File: src/rtl/multiplier_4bit.sv
// Two-stage registered 4x4 unsigned multiplier with valid flag.
// Product comes from an AND-gate partial-product array reduced by ripple full-adder rows.
module multiplier_4bit (
  input  logic       clk,
  input  logic       rst_n,
  input  logic       in_valid,
  input  logic [3:0] A,
  input  logic [3:0] B,
  output logic [7:0] P,
  output logic       out_valid
);

  logic [3:0] a_q;
  logic [3:0] b_q;
  logic       v1;
  logic [3:0] pp [4];
  logic [7:0] prod;

  // Operands only load on valid cycles, so idle-cycle garbage on A/B never reaches the array.
  always_ff @(posedge clk or negedge rst_n) begin
    if (!rst_n) begin
      a_q <= '0;
      b_q <= '0;
      v1  <= 1'b0;
    end else begin
      if (in_valid) begin
        a_q <= A;
        b_q <= B;
      end
      v1 <= in_valid;
    end
  end

  always_comb begin
    for (int i = 0; i < 4; i++) begin
      for (int j = 0; j < 4; j++) begin
        pp[i][j] = a_q[j] & b_q[i];
      end
    end
  end

  // Each row adds the next partial product to the upper bits of the running sum;
  // the row's LSB retires as one product bit and its carry-out becomes the new MSB.
  always_comb begin
    logic [3:0] acc;
    logic [3:0] s;
    logic       c;
    prod    = '0;
    s       = '0;
    c       = 1'b0;
    prod[0] = pp[0][0];
    acc     = {1'b0, pp[0][3:1]};
    for (int i = 1; i < 4; i++) begin
      c = 1'b0;
      for (int j = 0; j < 4; j++) begin
        s[j] = acc[j] ^ pp[i][j] ^ c;
        c    = (acc[j] & pp[i][j]) | (c & (acc[j] ^ pp[i][j]));
      end
      prod[i] = s[0];
      acc     = {c, s[3:1]};
    end
    prod[7:4] = acc;
  end

  always_ff @(posedge clk or negedge rst_n) begin
    if (!rst_n) begin
      P         <= '0;
      out_valid <= 1'b0;
    end else begin
      if (v1) begin
        P <= prod;
      end
      out_valid <= v1;
    end
  end

endmodule

File: config.mk
export PLATFORM = sky130hd
export DESIGN_NAME = multiplier_4bit
export DESIGN_NICKNAME = d
export VERILOG_FILES = /design/src/rtl/multiplier_4bit.sv
export SDC_FILE = /design/constraint.sdc
export NUM_CORES = 1
export LEC_CHECK = 0
export CAP_MARGIN = 20
export CORE_MARGIN = 2
export CORE_UTILIZATION = 45
export CTS_BUF_LIST = sky130_fd_sc_hd__clkbuf_16
export DETAILED_ROUTE_END_ITERATION = 16
export PLACE_DENSITY = 0.74
export SYNTH_ARGS = -nofsm -noshare
export SYNTH_HDL_FRONTEND = slang
export SYNTH_SLANG_ARGS = --single-unit
File: constraint.sdc
create_clock -name clk -period 3.7 [get_ports clk]
set_input_delay 0.74 -clock clk [delete_from_list [all_inputs] [get_ports clk]]
set_output_delay 0.74 -clock clk [all_outputs]
set_load 0.03 [all_outputs]
==> impl_metrics.toml <==
[status]
run_status = "complete, but fails checks"
failing_checks = "negative setup slack"

[finish]
final_nets = 127
area_growth_syn_to_layout_pct = 34.4
drive_above_1_share_pct = 29.1
antenna_diode_count = 0
fillers = 166
final_cells = 131

[setup_path]
timing.critical_path.required_ns = 3.81
worst_r2r_endpoint = "P[6]"
worst_setup_path_start_kind = "flip-flop"
timing.critical_path.arrival_ns = 3.98
critical_path.endpoint_type = "flip-flop"
critPathTopFamily = "adder cells"
crit_type = "flip-flop to flip-flop"
crit_path_top_delay_cell = "fa_2"
worst-r2r-cell-count = 13
regToRegSetupSlack_ns = -0.17
cp_common_cell = "fa_2"
critical_path_buf_inv_count = 3
r2r_start = "b_q[0]"
critical-path-max-stage-delay_ns = 0.53
crit_path_cell_trace = "and2_4 -> ha_4 -> inv_2 -> fa_2 -> fa_1 -> inv_1 -> fa_2 -> fa_2 -> fa_1 -> inv_2 -> fa_2 -> fa_2 -> mux2i_1"
crit_path_max_fanout = 2

[hold_path]
hold_path_end = "P[3]"
hold_path_class = "flip-flop to flip-flop"
timing.hold.worst.start = "P[3]"
min_path_cells = 1

[clocking]
post-cts-setup-buffer-count = 0
cts_hold_buffers = 0
cts.clk_slew.worst_paths_ns = 0.05
worstSkewPairLatency_ns = 0.25
ctsLongestPathBuffers = 2
clk_root_buffer_cell = "clkbuf_16"
cts_tree = "yes"
cts-buffers-inserted = 3
h-tree-depth = 1
cts.sinks = 18

[floorplanning]
die_width_microns = 51.7
rows = 17
die_h_microns = 51.7
initial_utilization_pct = 46.7
dieArea_sq_um = 2670
core_area_sq_um = 2190
design.portCount = 20

[power_and_ir_drop]
static-leakage-power_nw = 0.643
worst_vdd_drop_mv = 0.309
power_per_cell_area_nw_per_um2 = 557
power_mw = 0.766

[place]
post-place-cells = 127
place.gp.congestion = 0.774
pre_cts_slack_ns = -0.142
buffer_ports.inserted = 19
post-dp-hpwl_mm = 1.24

[routing]
routedWlPerCell_microns = 12.1
drt-total-wl_mm = 1.58
avg_vias_per_cell = 4.68
firstDrtPassIters = 2
postRouteAntennaNets = 0
drt_drc_violations_left = 0
vias = 613
dr_iter_0_viols = 7

[synthesis]
synth_seq_area_share_pct = 44.0
synth_enable_flop_cells = 0
syn_avg_cell_area_sq_um = 13.3
synth.net_count = 100
syn_area_sq_um = 1020
yosys_most_used_dff = "dfrtp_1"
synthesis.instances = 77
yosys-top-cells-area = "dfrtp_1 (44%), mux2_4 (16%), fa_1 (16%)"
synth.most_common_cell = "dfrtp_1"
post-synth-top-area-fraction_pct = 44.0
synth.ff_latch_count = 18
ys_warn_count = 0
synthTopCellsByCount = "dfrtp_1 (18), inv_1 (13), mux2_4 (11)"
fraction_of_registers_with_async_set_reset_pct = 100
synth_top_cell_by_area = "dfrtp_1"
yosysUniqueCellTypes = 11

[timing]
worst_relative_slew_slack_pct = 46.6
worstMarginPinSlew_ns = 0.799
setup_violations = 2
timing.final.hold_violations = 0
grt_setup_unrepaired = "true"
post-route-period-util_pct = 105
fin_ws_ns = -0.168
timing_max_transition_violations_final = 0
totalNegativeSetupSlack_ns = -0.173
max_fclk_mhz = 259
final.setup_skew_ns = 0.00153
fin_hold_ws_ns = 0.506
post-route-min-period_ns = 3.87

[global_route]
wire_length_of_the_first_global_routing_pass_mm = 2.62
grt_start_max_net_pins = 19
gr-total-overflow = 0
grt_pass1_vias = 628
global_routing_usage_summed_across_all_routing_layers_pct = 14.0
grt_antenna_before_repair = 0

[job]
cap_viol_max_count = 0
## per-stage QoR
| step | cell area, sq um | utilization, % |
|---|---|---|
| 2_1_floorplan | 1040 | - |
| 3_3_place_gp | 1280 | 58.3 |
| 3_5_place_dp | 1280 | 58.3 |
| 4_1_cts | 1360 | 61.9 |
| 5_1_grt | 1380 | 62.8 |
| 6_report | 1380 | 62.8 |
## worst max-delay path by stage
stage                     startpoint  endpoint  cells after the start
after CTS                     b_q[1]      P[6]                     13
after global routing          b_q[1]      P[6]                     13
final                         b_q[0]      P[6]                     13
after floorplan               b_q[0]      P[6]                     13
after detailed placement      b_q[1]      P[6]                     13
after global placement        b_q[1]      P[6]                     13
## layout make-up
class                   instances  area, sq um  area share (%)
multi-input cells              44          534            38.9
flip-flops and latches         18          450            32.8
repair buffers                 24          228            16.6
clock buffers                   3         75.1            5.46
inverters                      13         48.8            3.55
well taps                      28         35.0            2.55
clock inverters                 1         3.75           0.273
## flip-flops by register name, summed over array words and instances (netlist names)
name	flops
b_q	4
v1	1
a_q	4
P	8
out_valid	1
## cell usage in the layout (no fill, tap or decap)
cell type,count
fa_2,6
buf_4,5
clkdlybuf4s50_1,19
nand3_1,1
clkbuf_16,3
ha_4,1
clkinv_1,1
fa_1,2
nand2_1,7
ha_1,3
inv_1,11
inv_2,2
and2_4,2
and2_1,6
o21ai_0,1
mux2_4,11
dfrtp_1,18
mux2i_1,4
## kinds of logic after synthesis
kind of cell             synth area share, %
AO/OA/AOI/OAI                          0.489
adder cells (fa/ha/maj)                 20.5
buffers and inverters                   6.97
flip-flops                              44.0
multiplexers                            20.0
AND/OR/NAND/NOR                         7.95
## where the power goes
part,switching [mW],total [mW],internal [mW]
registers,0.0236,0.261,0.238
logic,0.144,0.290,0.146
clock network,0.0703,0.214,0.144
total,0.238,0.766,0.528
## timing repair
action | CTS | global route
endpoints found under the setup margin | 2 | 2
pin swaps | 0 | 0
gates resized for setup | 1 | 6
## layer usage
metal	vias up	GRT usage (%)	part of all wire, %
met5	-	0	0
met4	0	6.58	1.8
met3	4	3.45	4.2
met2	14	25.4	53
met1	304	15.1	41
li1	291	-	-
## worst register-to-register path: cells and delay by family (launching register included)
family,cells,cell delay [ns]
fa+ha+maj,8,3.02
buf+inv,3,0.13
flops,1,0.35
mux,1,0.06
simple gates,1,0.16
(Power assumes the default switching activity.)
